==> config.mk <==
export PLATFORM = sky130hd
export DESIGN_NAME = mips_pipe_ctrl
export DESIGN_NICKNAME = d
export VERILOG_FILES = /design/src/rtl/mips_pkg.sv /design/src/rtl/mips_sat_cnt.sv /design/src/rtl/mips_pipe_ctrl.sv
export SDC_FILE = /design/constraint.sdc
export NUM_CORES = 1
export LEC_CHECK = 0
export CAP_MARGIN = 10
export CORE_ASPECT_RATIO = 0.75
export CORE_UTILIZATION = 28
export DETAILED_ROUTE_END_ITERATION = 10
export MAX_ROUTING_LAYER = met4
export REMOVE_ABC_BUFFERS = 1
export SYNTH_ARGS = -nofsm -noshare
export SYNTH_HDL_FRONTEND = slang
export SYNTH_SLANG_ARGS = --single-unit
==> constraint.sdc <==
create_clock -name clk_CPU -period 5.7 [get_ports clk_CPU]
set_input_delay 1.425 -clock clk_CPU [delete_from_list [all_inputs] [get_ports clk_CPU]]
set_output_delay 1.425 -clock clk_CPU [all_outputs]
set_load 0.03 [all_outputs]
==> src/rtl/mips_pkg.sv <==
// Shared definitions for the MIPS pipeline controller.
//  - operand-forwarding select encodings driven onto the EX operand muxes
//  - pipeline stage index constants and redirect-resolution stage codes
//  - per-cycle control mode used by the controller's priority logic
package mips_pkg;

  localparam int DEF_REG_AW = 5;

  localparam int STG_IF  = 0;
  localparam int STG_ID  = 1;
  localparam int STG_EX  = 2;
  localparam int STG_MEM = 3;
  localparam int STG_WB  = 4;

  // Legal values of RESOLVE_STAGE
  localparam int RESOLVE_EX  = 1;
  localparam int RESOLVE_MEM = 2;

  typedef enum logic [1:0] {
    FWD_REG = 2'b00,
    FWD_WB  = 2'b01,
    FWD_MEM = 2'b10
  } fwd_sel_e;

  typedef enum logic [1:0] {
    CTL_NORMAL,
    CTL_FREEZE,
    CTL_REDIRECT,
    CTL_LOAD_USE
  } ctl_mode_e;

endpackage

==> src/rtl/mips_sat_cnt.sv <==
// Saturating up-counter with synchronous clear.
//  i_clk    in  clock
//  i_rst_n  in  async active-low reset (counter -> 0)
//  i_inc    in  count up by one this edge (holds at all-ones)
//  i_clr    in  zero on next edge; takes precedence over i_inc
//  o_cnt    out current count
module mips_sat_cnt #(
  parameter int CNT_W = 16
) (
  input  logic             i_clk,
  input  logic             i_rst_n,
  input  logic             i_inc,
  input  logic             i_clr,
  output logic [CNT_W-1:0] o_cnt
);

  logic [CNT_W-1:0] r_cnt;

  always_ff @(posedge i_clk or negedge i_rst_n) begin
    if (!i_rst_n) begin
      r_cnt <= '0;
    end else if (i_clr) begin
      r_cnt <= '0;
    end else if (i_inc && (r_cnt != '1)) begin
      r_cnt <= r_cnt + 1'b1;
    end
  end

  assign o_cnt = r_cnt;

endmodule

==> src/rtl/mips_pipe_ctrl.sv <==
// Pipeline controller for the 5-stage MIPS core (IF/ID/EX/MEM/WB, regs BF0..BF3).
// Resolves per cycle, in priority order: external freeze, branch/jump redirect,
// load-use stall, normal advance. Produces EX forwarding selects, ID write-through
// bypass, per-stage valid tracking and four saturating perf counters.
//  clk_CPU / rst_n_CPU           clock, async active-low reset
//  id_rs/id_rt, id_uses_rs/rt    sources of the ID instruction and whether read
//  ex_rs/ex_rt/ex_rd             sources / destination of the EX instruction
//  ex_regwrite, ex_memread       EX instruction writes a reg / is a load
//  mem_rd, mem_regwrite/memread  MEM destination, writes reg, is a load
//  wb_rd, wb_regwrite            WB destination, writes reg
//  redirect_req                  taken branch/jump in RESOLVE_STAGE
//  ext_stall_req                 freeze the whole pipe
//  cnt_clr                       synchronous clear of all perf counters
//  pc_en, bf0_en, pipe_en        PC / BF0 / BF1..BF3 load enables
//  bf0/1/2_flush                 register loads a NOP
//  fwd_a, fwd_b                  EX operand select (00 reg, 01 WB, 10 MEM)
//  id_byp_a, id_byp_b            ID takes WB data instead of register bank
//  cyc/ret/stall/flush_cnt       perf counters
module mips_pipe_ctrl
  import mips_pkg::*;
#(
  parameter int RESOLVE_STAGE = 2,
  parameter int REG_AW        = DEF_REG_AW,
  parameter int CNT_W         = 16
) (
  input  logic              clk_CPU,
  input  logic              rst_n_CPU,
  input  logic [REG_AW-1:0] id_rs,
  input  logic [REG_AW-1:0] id_rt,
  input  logic              id_uses_rs,
  input  logic              id_uses_rt,
  input  logic [REG_AW-1:0] ex_rs,
  input  logic [REG_AW-1:0] ex_rt,
  input  logic [REG_AW-1:0] ex_rd,
  input  logic              ex_regwrite,
  input  logic              ex_memread,
  input  logic [REG_AW-1:0] mem_rd,
  input  logic [REG_AW-1:0] wb_rd,
  input  logic              mem_regwrite,
  input  logic              mem_memread,
  input  logic              wb_regwrite,
  input  logic              redirect_req,
  input  logic              ext_stall_req,
  input  logic              cnt_clr,
  output logic              pc_en,
  output logic              bf0_en,
  output logic              pipe_en,
  output logic              bf0_flush,
  output logic              bf1_flush,
  output logic              bf2_flush,
  output logic [1:0]        fwd_a,
  output logic [1:0]        fwd_b,
  output logic              id_byp_a,
  output logic              id_byp_b,
  output logic [CNT_W-1:0]  cyc_cnt,
  output logic [CNT_W-1:0]  ret_cnt,
  output logic [CNT_W-1:0]  stall_cnt,
  output logic [CNT_W-1:0]  flush_cnt
);

  if ((RESOLVE_STAGE != RESOLVE_EX) && (RESOLVE_STAGE != RESOLVE_MEM)) begin : g_bad_resolve
    $error("mips_pipe_ctrl: RESOLVE_STAGE must be 1 (EX) or 2 (MEM)");
  end

  localparam logic FLUSH_MEM_ON_REDIRECT = (RESOLVE_STAGE == RESOLVE_MEM);

  logic      r_v_id, r_v_ex, r_v_mem, r_v_wb;
  logic      w_load_use;
  ctl_mode_e w_mode;
  logic      w_mem_fwd_ok, w_wb_fwd_ok;
  fwd_sel_e  w_fwd_a, w_fwd_b;

  // Load in EX whose destination is read by the instruction sitting in ID
  assign w_load_use = r_v_ex & ex_memread & ex_regwrite & (ex_rd != '0) & r_v_id &
                      ((id_uses_rs & (id_rs == ex_rd)) | (id_uses_rt & (id_rt == ex_rd)));

  always_comb begin
    w_mode = CTL_NORMAL;
    if (ext_stall_req)     w_mode = CTL_FREEZE;
    else if (redirect_req) w_mode = CTL_REDIRECT;
    else if (w_load_use)   w_mode = CTL_LOAD_USE;
  end

  always_comb begin
    pc_en     = 1'b1;
    bf0_en    = 1'b1;
    pipe_en   = 1'b1;
    bf0_flush = 1'b0;
    bf1_flush = 1'b0;
    bf2_flush = 1'b0;
    unique case (w_mode)
      CTL_FREEZE: begin
        pc_en   = 1'b0;
        bf0_en  = 1'b0;
        pipe_en = 1'b0;
      end
      CTL_REDIRECT: begin
        bf0_flush = 1'b1;
        bf1_flush = 1'b1;
        bf2_flush = FLUSH_MEM_ON_REDIRECT;
      end
      CTL_LOAD_USE: begin
        // Hold PC/BF0, inject a bubble into EX, let the load move on
        pc_en     = 1'b0;
        bf0_en    = 1'b0;
        bf1_flush = 1'b1;
      end
      default: ;
    endcase
    if (!rst_n_CPU) begin
      pc_en     = 1'b0;
      bf0_en    = 1'b0;
      pipe_en   = 1'b0;
      bf0_flush = 1'b1;
      bf1_flush = 1'b1;
      bf2_flush = 1'b1;
    end
  end

  // Valid bits follow the instruction registers: flushed stages load 0,
  // a disabled BF0 keeps its (valid) stalled instruction.
  always_ff @(posedge clk_CPU or negedge rst_n_CPU) begin
    if (!rst_n_CPU) begin
      r_v_id  <= 1'b0;
      r_v_ex  <= 1'b0;
      r_v_mem <= 1'b0;
      r_v_wb  <= 1'b0;
    end else begin
      if (bf0_flush)   r_v_id <= 1'b0;
      else if (bf0_en) r_v_id <= 1'b1;
      if (pipe_en) begin
        r_v_ex  <= r_v_id & ~bf1_flush;
        r_v_mem <= r_v_ex & ~bf2_flush;
        r_v_wb  <= r_v_mem;
      end
    end
  end

  // A load in MEM has no data yet, so only non-load producers forward from MEM
  assign w_mem_fwd_ok = r_v_mem & mem_regwrite & ~mem_memread & (mem_rd != '0);
  assign w_wb_fwd_ok  = r_v_wb & wb_regwrite & (wb_rd != '0);

  always_comb begin
    w_fwd_a = FWD_REG;
    w_fwd_b = FWD_REG;
    if (w_mem_fwd_ok && (mem_rd == ex_rs))     w_fwd_a = FWD_MEM;
    else if (w_wb_fwd_ok && (wb_rd == ex_rs))  w_fwd_a = FWD_WB;
    if (w_mem_fwd_ok && (mem_rd == ex_rt))     w_fwd_b = FWD_MEM;
    else if (w_wb_fwd_ok && (wb_rd == ex_rt))  w_fwd_b = FWD_WB;
    if (!rst_n_CPU) begin
      w_fwd_a = FWD_REG;
      w_fwd_b = FWD_REG;
    end
  end

  assign fwd_a    = w_fwd_a;
  assign fwd_b    = w_fwd_b;
  assign id_byp_a = rst_n_CPU & w_wb_fwd_ok & (wb_rd == id_rs);
  assign id_byp_b = rst_n_CPU & w_wb_fwd_ok & (wb_rd == id_rt);

  mips_sat_cnt #(.CNT_W(CNT_W)) u_cyc_cnt (
    .i_clk(clk_CPU), .i_rst_n(rst_n_CPU), .i_inc(1'b1),
    .i_clr(cnt_clr), .o_cnt(cyc_cnt)
  );

  mips_sat_cnt #(.CNT_W(CNT_W)) u_ret_cnt (
    .i_clk(clk_CPU), .i_rst_n(rst_n_CPU), .i_inc(r_v_wb & pipe_en),
    .i_clr(cnt_clr), .o_cnt(ret_cnt)
  );

  mips_sat_cnt #(.CNT_W(CNT_W)) u_stall_cnt (
    .i_clk(clk_CPU), .i_rst_n(rst_n_CPU), .i_inc(w_mode == CTL_LOAD_USE),
    .i_clr(cnt_clr), .o_cnt(stall_cnt)
  );

  mips_sat_cnt #(.CNT_W(CNT_W)) u_flush_cnt (
    .i_clk(clk_CPU), .i_rst_n(rst_n_CPU), .i_inc(w_mode == CTL_REDIRECT),
    .i_clr(cnt_clr), .o_cnt(flush_cnt)
  );

endmodule
# Yosys cells after proc, flatten, opt, wreduce, memory -nomap -nowiden
# Index checks and enable logic that the tools add are counted.
[totals]
ff_bits = 68
in_bits = 47
out_inout_bits = 76
elab_cells = 93
[classes]
n_addsub = 4
eq_ne = 15
muxes = 27
bitwise = 22
reduce_logical = 17
[op_table]
columns = ["cell", "count"]
rows = [
  ["$mux W16", 8],
  ["$add A16 B1 Y16 const B", 4],
  ["$ne A16 B16 Y1 const B", 4],
  ["$eq A5 B5 Y1", 8],
  ["$and A1 B1 Y1", 18],
  ["$reduce_bool A5 Y1", 3],
  ["$mux W2", 7],
  ["$mux W1", 12],
  ["$reduce_bool A2 Y1", 5],
  ["$logic_and A1 B1 Y1", 7],
  ["$eq A2 B2 Y1 const B", 2],
  ["$reduce_or A2 Y1", 2],
  ["$not A1 Y1", 3],
  ["$eq A2 B1 Y1 const B", 1],
  ["$or A1 B1 Y1", 1],
]

# Depth between registers and ports, before layout
# Gate-level depths: netlist of run 1.
[logic_depth]
ltp_word = 15
ltp_mapped = 7
depth_no_buf = 6

# Hierarchy
# Synthesis of run 1 repeated with hierarchy kept, for this count alone.
[unflattened]
hier_cells = 494
hier_area_um2 = 4585.6
[by_module_without_submodules]
columns = ["module", "instances", "cells_each", "area_each_um2", "seq_area_each_um2"]
rows = [
  ["mips_sat_cnt", 4, 98, 942.2, 400.4],
  ["mips_pipe_ctrl", 1, 102, 817.0, 100.1],
]

# Least setup slack after synthesis of run 1
# OpenSTA, ideal clock, no wires.
[synth_path]
path_kind = "input to output"
from = "input wb_rd[2]"
to = "output fwd_a[0]"
arrival_ps = 3425
t_required_ps = 4275
path_slack_ps = 850
path_stages = 5
path_buffers = 1
path_cell_list = "clkbuf_1 > or4_1 > o2111ai_1 > or4_1 > nor4_1"
[synth_via]
elab_chain_cells = 6
word_cells_on_any_way = 7
classes_between = "eq/ne (1); mux (3); bitwise (1); reduce/logical (2)"
[synth_rtl]
columns = ["item", "line_no", "rtl"]
rows = [
  ["from (decl)", "mips_pipe_ctrl.sv:38", "input logic [REG_AW-1:0] wb_rd,"],
  ["$reduce_bool A5 Y1", "mips_pipe_ctrl.sv:141", "assign w_wb_fwd_ok = r_v_wb & wb_regwrite & (wb_rd != '0);"],
  ["$and A1 B1 Y1", "mips_pipe_ctrl.sv:141", ""],
  ["$logic_and A1 B1 Y1 *", "mips_pipe_ctrl.sv:147", "else if (w_wb_fwd_ok && (wb_rd == ex_rs)) w_fwd_a = FWD_WB;"],
  ["$mux W1 *", "mips_pipe_ctrl.sv:147", ""],
  ["$mux W2 *", "mips_pipe_ctrl.sv:146", "if (w_mem_fwd_ok && (mem_rd == ex_rs)) w_fwd_a = FWD_MEM;"],
  ["$mux W2 *", "mips_pipe_ctrl.sv:150", "if (!rst_n_CPU) begin"],
  ["to (decl)", "mips_pipe_ctrl.sv:51", "output logic [1:0] fwd_a,"],
]
# Mark *: on every way between the ends. The rest lies on a longest branch, timed or not.

# Final worst setup path of run 1
[layout_path]
from = "input wb_rd[4]"
to = "output fwd_a[0]"
# Same word-level chain as after synthesis.

==> flow_metrics.env, run 1 <==
export IMPL_status="finished, final reports clean"
export IMPL_peakVddDrop_v=0.000137
export IMPL_die_y_um=108
export IMPL_cpPeakStageDelay_ns=0.71
export IMPL_synth_edf_count=0
export IMPL_clkSinkCount=68
export IMPL_syn_instance_count=465
export IMPL_maxCapViolCount=0
export IMPL_insertion_delay_ns=0.33
export IMPL_critPathRequiredTime_ns=4.28
export IMPL_drt_first_pass_iters=4
export IMPL_cp_top_family="buffers and inverters"
export IMPL_mappedNetlistArea_um2=4230
export IMPL_clock_root_buffer="clkbuf_16"
export IMPL_switching_power_mw=0.276
export IMPL_layout_common_cells="clkdlybuf4s50_1, dfrtp_1, nor2_1"
export IMPL_grt_max_degree=46
export IMPL_cts_tree="yes"
export IMPL_pre_cts_ws_ns=0.362
export IMPL_ys_warnings_count=0
export IMPL_drt_total_wl_um=11800
export IMPL_grt_remaining_overflow=0
export IMPL_fin_crit_sh_pct=93.9
export IMPL_fin_area_um2=5890
export IMPL_numCtsBuffers=9
export IMPL_io_buffers=122
export IMPL_arrival_ns=3.92
export IMPL_core_um2=14600
export IMPL_crit_chain="clkdlybuf4s50_1 -> or4_1 -> o2111ai_1 -> or4_1 -> nor4_1 -> clkdlybuf4s50_1"
export IMPL_drc=0
export IMPL_drt_iter0_drc=176
export IMPL_rows=38
export IMPL_rsz0062_at_grt="false"
export IMPL_power_density_nw_per_um2=192
export IMPL_pwr_share_seq_pct=43.7
export IMPL_dr_total_vias=3921
export IMPL_post_dp_hpwl_um=8670
export IMPL_final_hold_violation_count=0
export IMPL_drv_slew=0
export IMPL_timing_worst_setup_path_type="in -> out"
export IMPL_grt_pass1_vias=3651
export IMPL_synth_seq_cells=68
export IMPL_finalSetupViolCount=0
export IMPL_start_kind="primary input"
export IMPL_slew_headroom_pct=42.4
export IMPL_yosysSeqAreaShare_pct=40.3
export IMPL_place_congestion=0.803
export IMPL_ctsResizeCount=0
export IMPL_grt_pass1_wl_um=18600
export IMPL_cts_post_setup_buffers_inserted=0
export IMPL_drive_gt1_share_pct=5.98
export IMPL_path_clk_slew_ns=0.05
export IMPL_final_common_cell="clkdlybuf4s50_1"
export IMPL_cp_num_buf_inv=2
export IMPL_async_flop_share_pct=100
export IMPL_diodes=0
export IMPL_fp_dieW_um=144
export IMPL_ant_nets=0
export IMPL_internal_power_mw=0.856
export IMPL_antenna_found_initial=0
export IMPL_cts_hold_buf=0
export IMPL_p_clk_share_pct=44.5
export IMPL_placed_area_um2=5630
export IMPL_p_leak_nw=2.19
export IMPL_grt_usage_pct=15.9
export IMPL_end_kind="output port"
export IMPL_swShare_pct=24.4
export IMPL_synthDistinctLibCells=45
export IMPL_avgSynthCellArea_um2=9.09
export IMPL_h_tree_depth=3
export IMPL_start_util_pct=28.9
export IMPL_skew_ns=0.00638
export IMPL_worstMarginPinSlew_ns=0.864
export IMPL_syn2layout_area_growth_pct=39.4
export IMPL_crit_slowest_cell="clkdlybuf4s50_1"
export IMPL_max_freq_mhz=187
export IMPL_fillers=1439
export IMPL_ios=123
export IMPL_setup_tns_ns=0
export IMPL_finalCriticalPeriod_ns=5.35
export IMPL_via_per_inst=4.99
export IMPL_final_setup_worst_slack_ns=0.350
export IMPL_die_area_um2=15600
export IMPL_cts_buffer_depth=2
export IMPL_post_drt_wl_per_cell_um=15.0
export IMPL_synth_flop_cell="dfrtp_1"
export IMPL_combPwrFrac_pct=11.8
export IMPL_min_path_type="reg -> reg"
export IMPL_nNetsFinal=631
export IMPL_path_max_fanout=5
==> worst register-to-register path, delay by kind of cell (launching register included) <==
kind          cells  cell delay (ns)
simple gates      4             1.15
flops             1             0.40
mux               1             0.28
fa+ha+maj         1             0.22
==> stage by stage <==
step	hold WS, ns	power (mW)	utilization (%)	std cells
floorplan	0.461	0.552	-	441
detailed placement	0.492	0.638	38.5	769
finish	0.500	1.13	40.3	785
global placement	0.474	0.635	38.5	769
CTS	0.504	1.15	40.3	785
global route	0.527	1.18	40.3	785
==> cells in the mapped netlist, types with 2 or more instances <==
master / instances / area share (%)
a211oi_1: 9 / 1.6
a21oi_1: 19 / 2.3
and2_1: 7 / 1.0
and3_1: 5 / 0.74
and4_1: 7 / 1.5
buf_1: 2 / 0.18
buf_4: 3 / 0.53
clkbuf_1: 18 / 1.6
dfrtp_1: 68 / 40
ha_1: 4 / 1.2
inv_1: 6 / 0.53
mux2_2: 8 / 2.1
mux2i_1: 4 / 0.95
nand2_1: 27 / 2.4
nand2b_1: 6 / 0.89
nand3_1: 25 / 3.0
nand4_1: 14 / 2.1
nand4b_1: 3 / 0.62
nor2_1: 59 / 5.2
nor2b_1: 9 / 1.3
nor3_1: 9 / 1.1
nor3b_1: 3 / 0.53
nor4_1: 12 / 1.8
nor4_2: 2 / 0.59
o2111ai_1: 4 / 0.83
o211ai_1: 4 / 0.71
o21ai_0: 11 / 1.3
o31ai_1: 6 / 1.1
or2_2: 3 / 0.44
or3_1: 8 / 1.2
or4_1: 13 / 2.3
xnor2_1: 32 / 6.6
xor2_1: 43 / 8.9
==> sequential cells by signal, indices dropped and copies added, names as in the netlist <==
name / flops
r_v_ex: 1
r_v_id: 1
r_v_wb: 1
u_flush_cnt.o_cnt: 16
r_v_mem: 1
u_ret_cnt.o_cnt: 16
u_cyc_cnt.o_cnt: 16
u_stall_cnt.o_cnt: 16
==> metal layers <==
| metal | share of wire, % | GRT usage, % | vias up |
|---|---|---|---|
| met5 | 0 | - | - |
| met2 | 45 | 24.6 | 119 |
| met3 | 6.1 | 4.65 | 17 |
| li1 | - | - | 1907 |
| met4 | 1.7 | 5.02 | 0 |
| met1 | 47 | 19.9 | 1878 |
==> worst paths after layout <==
kind,to,slack (ns),startpoint,cells after the start
max in group asynchronous,u_cyc_cnt.o_cnt[11]$_DFFE_PN0P_,4.08,rst_n_CPU,2
max,fwd_a[0],0.35,wb_rd[4],6
max reg2reg,u_stall_cnt.o_cnt[7]$_DFFE_PN0P_,3.54,u_stall_cnt.o_cnt[0]$_DFFE_PN0P_,6
min reg2reg,r_v_ex$_DFFE_PN0P_,0.50,r_v_ex$_DFFE_PN0P_,1
min,r_v_ex$_DFFE_PN0P_,0.50,r_v_ex$_DFFE_PN0P_,1
min in group asynchronous,u_ret_cnt.o_cnt[8]$_DFFE_PN0P_,0.93,rst_n_CPU,1
==> area by class of cell <==
class                      instances  area [µm²]  share of cell area [%]
sequential                        68        1700                    28.9
timing repair buffer             128        1260                    21.4
multi-input combinational        367        2390                    40.6
inverter                           6        22.5                   0.382
clock inverter                     2        10.0                   0.170
clock buffer                      14         254                    4.31
tap                              200         250                    4.25
==> power by group through the flow <==
stage,sequential (mW),combinational [mW],clock [mW]
final,0.495,0.133,0.504
after global routing,0.495,0.145,0.544
after CTS,0.495,0.135,0.525
after detailed placement,0.503,0.135,0
after global placement,0.503,0.131,0
after floorplan,0.507,0.0444,0
==> cell families after synthesis <==
kind of cell	Yosys count	share of synthesized area [%]
flops	68	40.3
simple gates	213	26.9
mux	12	3.08
compound gates	63	9.92
fa+ha+maj	4	1.18
buf+inv	30	3.11
xor+xnor	75	15.5
Note: power is estimated with default switching activity, not from simulation.
==> run 2: changes to the inputs <==
--- a/config.mk
+++ b/config.mk
@@ -13,4 +13,5 @@
 export REMOVE_ABC_BUFFERS = 1
 export SYNTH_ARGS = -nofsm -noshare
 export SYNTH_HDL_FRONTEND = slang
+export SYNTH_HIERARCHICAL = 1
 export SYNTH_SLANG_ARGS = --single-unit
==> flow_metrics.env, run 2 <==
export IMPL_status="finished, final reports clean"
export IMPL_cp_num_buf_inv=2
export IMPL_synth_compound_area_share_pct=15.3
export IMPL_crit_slowest_cell="clkdlybuf4s50_1"
export IMPL_met1_length_um=6460
export IMPL_numCtsBuffers=9
export IMPL_start_kind="primary input"
export IMPL_min_path_type="reg -> reg"
export IMPL_slew_headroom_pct=41.0
export IMPL_post_drt_wl_per_cell_um=15.7
export IMPL_avgSynthCellArea_um2=9.28
export IMPL_cts_buffer_depth=2
export IMPL_start_util_pct=28.6
export IMPL_end_kind="output port"
export IMPL_grt_pass1_vias=4142
export IMPL_drv_slew=0
export IMPL_power_density_nw_per_um2=186
export IMPL_max_freq_mhz=189
export IMPL_top_layer="met4"
export IMPL_core_um2=16000
export IMPL_fillers=1589
export IMPL_multi_input_area_um2=2680
export IMPL_synth_seq_cells=68
export IMPL_synth_top_cell_by_area="dfrtp_1"
export IMPL_route_met3_wl_um=580
export IMPL_yosysSeqAreaShare_pct=37.1
export IMPL_drive_gt1_share_pct=10.0
export IMPL_skew_ns=0.00559
export IMPL_maxCapViolCount=0
export IMPL_arrival_ns=3.86
export IMPL_drt_total_wl_um=12900
export IMPL_place_congestion=0.837
export IMPL_path_max_fanout=5
export IMPL_via_per_inst=5.32
export IMPL_yosysTopAreaCellShare_pct=37.1
export IMPL_timing_worst_setup_path_type="in -> out"
export IMPL_synth_most_common_cell="dfrtp_1"
export IMPL_final_common_cell="clkdlybuf4s50_1"
export IMPL_grt_pass1_wl_um=21400
export IMPL_async_flop_share_pct=100
export IMPL_clkSinkCount=68
export IMPL_path_clk_slew_ns=0.06
export IMPL_syn2layout_area_growth_pct=35.4
export IMPL_ys_warnings_count=6
export IMPL_synthTopCellsByCount="dfrtp_1, a21oi_1, nand2_1, o31ai_1, nand4_1"
export IMPL_rsz0062_at_grt="false"
export IMPL_synth_top_family_by_area="simple AND/OR/NAND/NOR gates"
export IMPL_p_leak_nw=2.34
export IMPL_insertion_delay_ns=0.33
export IMPL_cts_tree="yes"
export IMPL_met2_length_um=5740
export IMPL_clock_root_buffer="clkbuf_16"
export IMPL_synthXorXnorAreaFrac_pct=7.64
export IMPL_finalCriticalPeriod_ns=5.29
export IMPL_h_tree_depth=3
export IMPL_instances_no_fill=819
export IMPL_post_dp_hpwl_um=9230
export IMPL_fp_dieW_um=150
export IMPL_cp_top_family="buffers and inverters"
export IMPL_setup_tns_ns=0
export IMPL_cts_hold_buf=0
export IMPL_grt_max_degree=63
export IMPL_dp_cells=804
export IMPL_cts_post_setup_buffers_inserted=0
export IMPL_mappedNetlistArea_um2=4590
export IMPL_synthAdderAreaFrac_pct=1.09
export IMPL_die_area_um2=16900
export IMPL_synth_area_mux_share_pct=3.93
export IMPL_synth_edf_count=0
export IMPL_fin_crit_sh_pct=92.7
export IMPL_die_y_um=113
export IMPL_ctsResizeCount=0
export IMPL_synthDistinctLibCells=43
export IMPL_dr_total_vias=4359
export IMPL_peakVddDrop_v=0.000126
export IMPL_whs_ns=0.510
export IMPL_drc=0
export IMPL_ant_nets=0
export IMPL_ios=123
export IMPL_cpPeakStageDelay_ns=0.72
export IMPL_final_hold_violation_count=0
export IMPL_synth_flop_cell="dfrtp_1"
export IMPL_finalSetupViolCount=0
export IMPL_diodes=0
export IMPL_layout_common_cells="clkdlybuf4s50_1, dfrtp_1, a21oi_1"
export IMPL_synth_area_leaders="dfrtp_1, a21oi_1, o31ai_1, xnor2_1, or4_1"
export IMPL_critPathRequiredTime_ns=4.28
export IMPL_grt_usage_pct=16.2
export IMPL_synthSimpleGateAreaFrac_pct=30.2
export IMPL_worstMarginPinSlew_ns=0.878
export IMPL_drt_first_pass_iters=4
export IMPL_rows=40
export IMPL_drt_iter0_drc=288
export IMPL_nNetsFinal=656
export IMPL_antenna_found_initial=0
export IMPL_io_buffers=122
export IMPL_grt_remaining_overflow=0
export IMPL_crit_chain="clkdlybuf4s50_1 -> or4_1 -> o2111ai_2 -> or4_1 -> nor4_2 -> clkdlybuf4s50_1"
export IMPL_regArea_um2=1700
export IMPL_syn_instance_count=494
[run 2: changes by cell type in the layout (fill, tap and decap cells not counted), sizes merged, moves of 16 or more]
| cell | change |
|---|---|
| a21oi | +27 |
| nand4 | +16 |
| nor2 | -42 |
| o31ai | +22 |
| or4 | +20 |
| xor2 | -25 |
[run 2: logic make-up (layout without fill, tap and decap cells)]
logic type	Yosys count	after routing
AND/OR/NAND/NOR	215	215
AO/OA/AOI/OAI	107	107
flip-flops	68	68
buffers and inverters	43	155
XOR/XNOR	40	40
multiplexers	16	16
adder cells (fa/ha/maj)	4	4
other	1	4
[run 2: worst register-to-register path: stages, from the launching register on]
cell	delay (ns)
dfrtp_1	0.33
nor2b_1	0.17
o211ai_1	0.17
nor3_1	0.49
inv_1	0.43
or4_2	0.73
a21oi_1	0.16
[run 2: worst paths after layout]
kind	from	end	slack, ns	cells past startpoint
worst max-delay path	wb_rd[1]	fwd_b[0]	0.41	6
worst min-delay path	r_v_wb$_DFFE_PN0P_	r_v_wb$_DFFE_PN0P_	0.51	2
worst max register to register	r_v_ex$_DFFE_PN0P_	u_stall_cnt/o_cnt[3]$_DFFE_PN0P_	3.13	6
worst min register to register	r_v_wb$_DFFE_PN0P_	r_v_wb$_DFFE_PN0P_	0.51	2
max in group asynchronous	rst_n_CPU	u_cyc_cnt/o_cnt[4]$_DFFE_PN0P_	3.72	2
min in group asynchronous	rst_n_CPU	u_flush_cnt/o_cnt[2]$_DFFE_PN0P_	0.93	1
[run 2: metrics by stage]
stage / utilization, % / worst slack (ns) / total power [mW] / instance area (µm²)
after global routing: 38.8 / 0.325 / 1.21 / 6210
after floorplan: - / 1.20 / 0.556 / 4440
after detailed placement: 37.0 / 0.427 / 0.640 / 5930
after global placement: 37.0 / 0.491 / 0.637 / 5930
after CTS: 38.8 / 0.427 / 1.18 / 6210
final: 38.8 / 0.415 / 1.16 / 6210
[run 2: layout make-up]
class / instances / share of cell area (%)
clock buffers: 11 / 4.07
clock inverters: 4 / 0.403
inverters: 16 / 0.967
multi-input cells: 386 / 43.2
flip-flops and latches: 68 / 27.4
well taps: 210 / 4.23
repair buffers: 124 / 19.8
[run 2: layer usage]
metal,GRT usage (%),vias to the layer above
li1,-,2115
met1,22.5,2129
met5,-,-
met3,3.83,8
met4,3.23,0
met2,23.9,107
[run 2: power breakdown]
group | internal [mW] | switching (mW)
registers | 0.488 | 0.00567
clock network | 0.314 | 0.212
logic | 0.0610 | 0.0753
==> RTL edit 1: new RTL, config.mk and constraints of run 1 <==
`CNT_W` is set to 16 in 2 places; all go to 12.
--- a/src/rtl/mips_sat_cnt.sv
+++ b/src/rtl/mips_sat_cnt.sv
@@ -5,7 +5,7 @@
 //  i_clr    in  zero on next edge; takes precedence over i_inc
 //  o_cnt    out current count
 module mips_sat_cnt #(
-  parameter int CNT_W = 16
+  parameter int CNT_W = 12
 ) (
   input  logic             i_clk,
   input  logic             i_rst_n,
--- a/src/rtl/mips_pipe_ctrl.sv
+++ b/src/rtl/mips_pipe_ctrl.sv
@@ -21,7 +21,7 @@
 #(
   parameter int RESOLVE_STAGE = 2,
   parameter int REG_AW        = DEF_REG_AW,
-  parameter int CNT_W         = 16
+  parameter int CNT_W         = 12
 ) (
   input  logic              clk_CPU,
   input  logic              rst_n_CPU,
Ports: changed (resized cyc_cnt, flush_cnt, ret_cnt and stall_cnt); port bits go from 123 to 107. No check against the original RTL was run, so the function may have changed too.
==> RTL edit 1 against run 1 <==
- area after synthesis decreased by 22%
- global-route usage is 0.48 points lower
- worst hold slack better by 39 ps
- die area decreased by 22%
- power down 29%
- sequential cell count down 16
- cell area fell by 21%
- routed wire length fell by 25%
- via count shrank 23%
- final cell count shrank 21%
- worst setup slack improved by 4.5 ps
==> RTL edit 1: results (changes against run 1) <==
run_status:
  status: "completed"
worst_hold_path:
  min_to: "r_v_mem"
  hold_path_depth: 2  # +1
global_route:
  track_usage: 0.154  # -0.00485
  gr-usage-met1: 0.212  # +0.0133
  grt_max_degree: 57  # +24%
  use_met2: 0.231  # -0.0144
  global_route.usage.met3: 0.0345  # -0.0120
  grt_pass1_wl_um: 14400  # -22%
  grt_pass1_vias: 2853  # -22%
placement:
  hpwl_um: 6810  # -22%
  io_buffer_count: 106  # -13%
  gp_congestion: 0.868  # +8.0%
  dpl_worst_slack_ps: 377  # +14.9 ps
power_and_ir_drop:
  ir_worst_vdd_mv: 0.0966  # -29%
  p_leak_nw: 1.73  # -21%
  clk-power_w: 0.000291  # -42%
  p_sw_frac: 0.255  # +0.0111
  seq_power_w: 0.000381  # -23%
final_layout:
  layout-drive-gt1-share: 0.0539  # -0.00595
sta:
  relSlewSlack: 0.374  # -0.0499
  fin_crit_ps: 5350  # -4.48 ps
  holdWs_ps: 538  # +38.8 ps
detailed_routing:
  first_iter_violations: 162  # -8.0%
  route.met3.wl_um: 374  # -48%
  met2_length_um: 3920  # -27%
  route.final.wire_length_um: 8850  # -25%
clocking:
  cts-htree-levels: 2  # -1
  cts_inserted_buffers: 5  # -4
  clk_latency_ps: 290  # -40 ps
synthesis:
  ys_top_cells_by_count: "dfrtp_1 (52), nor2_1 (41), xnor2_1 (32)"
  yosys-top-cells-area: "dfrtp_1 (39%), xnor2_1 (8.5%), xor2_1 (8.0%)"
-- RTL edit 1: cell types whose count changed after synthesis, moves of 6 or more --
| cell | run 1 | this run |
|---|---|---|
| nor2_1 | 59 | 41 |
| dfrtp_1 | 68 | 52 |
| xor2_1 | 43 | 30 |
| clkbuf_1 | 18 | 6 |
| a211oi_1 | 9 | 0 |
| nand2_1 | 27 | 21 |
| nand3_1 | 25 | 19 |
-- RTL edit 1: worst register-to-register path, cell delays in order (launching register included) --
cell and delay (ps):
dfrtp_1 430, ha_1 340, nand4_1 190, nor3_2 460
nor3b_1 140, xnor2_1 160, nor2_1 60
-- RTL edit 1: final cells by class --
| type | instances | share of cell area |
|---|---|---|
| clock inverter | 1 | 0.00108 |
| timing repair buffer | 111 | 0.235 |
| tap | 157 | 0.0424 |
| sequential | 52 | 0.281 |
| inverter | 6 | 0.00486 |
| clock buffer | 6 | 0.0278 |
| multi-input combinational | 288 | 0.408 |
==> RTL edit 2: new RTL, config.mk and constraints of run 1 <==
Made on the original files. Put a register stage on the output `ret_cnt`, with the module's reset. The value now appears one clock later. The other outputs are not delayed to match.
--- a/src/rtl/mips_pipe_ctrl.sv
+++ b/src/rtl/mips_pipe_ctrl.sv
@@ -57,6 +57,8 @@
   output logic [CNT_W-1:0]  stall_cnt,
   output logic [CNT_W-1:0]  flush_cnt
 );
+
+  logic [CNT_W-1:0] ret_cnt_d;
 
   if ((RESOLVE_STAGE != RESOLVE_EX) && (RESOLVE_STAGE != RESOLVE_MEM)) begin : g_bad_resolve
     $error("mips_pipe_ctrl: RESOLVE_STAGE must be 1 (EX) or 2 (MEM)");
@@ -165,7 +167,7 @@
 
   mips_sat_cnt #(.CNT_W(CNT_W)) u_ret_cnt (
     .i_clk(clk_CPU), .i_rst_n(rst_n_CPU), .i_inc(r_v_wb & pipe_en),
-    .i_clr(cnt_clr), .o_cnt(ret_cnt)
+    .i_clr(cnt_clr), .o_cnt(ret_cnt_d)
   );
 
   mips_sat_cnt #(.CNT_W(CNT_W)) u_stall_cnt (
@@ -178,4 +180,12 @@
     .i_clr(cnt_clr), .o_cnt(flush_cnt)
   );
 
+  always_ff @(posedge clk_CPU or negedge rst_n_CPU) begin
+    if (!rst_n_CPU) begin
+      ret_cnt <= '0;
+    end else begin
+      ret_cnt <= ret_cnt_d;
+    end
+  end
+
 endmodule
Function: changed (Yosys sat finds a counterexample within 10 cycles, from zero or initial values and one cycle with rst_n_CPU low).
==> RTL edit 2 against run 1 <==
- power rose by 19%
- sequential share of layout area rose by 3.4 points
- area after synthesis rose by 14%
- synthesized cell count rose by 5.8%
- worst setup slack got worse by 34 ps
- global-route usage fell by 0.12 points
- routed wire length rose by 9.1%
- non-clock buffer count did not move
- sequential cell count rose by 16
- cell area rose by 11%
- critical endpoint unchanged
==> RTL edit 2: results (changes against run 1) <==
synthesis:
  synth-xor-area-share: 0.134  # -0.0213
  yosys-top-cells-area: "dfrtp_1 (44%), xor2_1 (6.9%), xnor2_1 (6.5%)"
  async_flop_share: 1.00  # unchanged
  yosysWarnings: 0  # unchanged
  synth_flop_cell: "dfrtp_1"
  synth.distinct_cells: 62  # +38%
  synth_fa_ha_area_frac: 0.0104  # -0.00148
  ys_top_cells_by_count: "dfrtp_1 (84), nor2_1 (58), xor2_1 (38)"
  ys_seq_area_frac: 0.435  # +0.0325
  synth_compound_area_frac: 0.105  # +0.00598
  synth_mux_area_frac: 0.0223  # -0.00852
global_route:
  grt_pass1_vias: 4078  # +12%
  grt_antenna_before_repair: 0  # unchanged
  grt_max_degree: 64  # +39%
  track_usage: 0.158  # -0.00122
  grt_pass1_wl_um: 21700  # +17%
power_and_ir_drop:
  p_leak_nw: 2.43  # +11%
  ir_worst_vdd_mv: 0.126  # -7.9%
sta:
  holdWs_ps: 423  # -76.6 ps
  finalCritPeriodShare: 0.945  # +0.00604
  clock-skew-final_ps: 7.23  # +0.857 ps
  tightest_slew_ps: 940  # +75.3 ps
clocking:
  cts_inserted_buffers: 9  # unchanged
  path_clk_slew_ps: 60
final_layout:
  layout-drive-gt1-share: 0.0801  # +0.0202
  nNetsFinal: 658  # +4.3%
  diodes: 0  # unchanged
detailed_routing:
  first_iter_violations: 275  # +56%
  dr.pass1.iters: 5  # +1
  route.final.wire_length_um: 12900  # +9.1%
  vias: 4156  # +6.0%
worst_hold_path:
  hp-start: "u_ret_cnt.o_cnt[14]"
  hold_path_depth: 0  # -1
  min_to: "ret_cnt[14]"
  hold_path_class: "flip-flop to flip-flop"
placement:
  place_area_sq_um: 6220  # +10%
  dpl_worst_slack_ps: 346  # -15.6 ps
  gp_congestion: 0.878  # +9.3%
  hpwl_um: 9500  # +9.5%
setup_path:
  cp_max_fo: 5  # unchanged
  path_delay_family: "buffers and inverters"
  r2r_end: "u_stall_cnt.o_cnt[3]"
  crit_start: "wb_rd[1]"
  r2r_setup_slack_ps: 3370  # -170 ps
  endpoint: "fwd_a[0]"
run_status:
  status: "completed"
RTL edit 2: layer usage:
layer / global-route usage / vias up / wire (um)
met3: 0.0393 / 19 / 684
met5: - / - / 0
met4: 0.0427 / 0 / 142
met2: 0.238 / 114 / 5790
li1: - / 2014 / -
met1: 0.210 / 2009 / 6270
RTL edit 2: final cells by class:
type	instances	area [sq um]
Fill cell	1700	10300
Timing Repair Buffer	128	1260
Multi-Input combinational cell	371	2540
Inverter	13	48.8
Clock buffer	10	229
Sequential cell	84	2100
Tap cell	215	269
Clock inverter	6	70.1
RTL edit 2: report_power, final:
part / leakage, nW / internal, W / switching, W
sequential: 1.17 / 0.000602 / 0.00000609
combinational: 1.13 / 0.0000623 / 0.0000772
clock: 0.136 / 0.000343 / 0.000253
total: 2.43 / 0.00101 / 0.000336
RTL edit 2: through the flow:
step                std cells   util
floorplan                 468      -
global placement          811  0.369
detailed placement        811  0.369
CTS                       827  0.387
global route              827  0.387
finish                    827  0.387
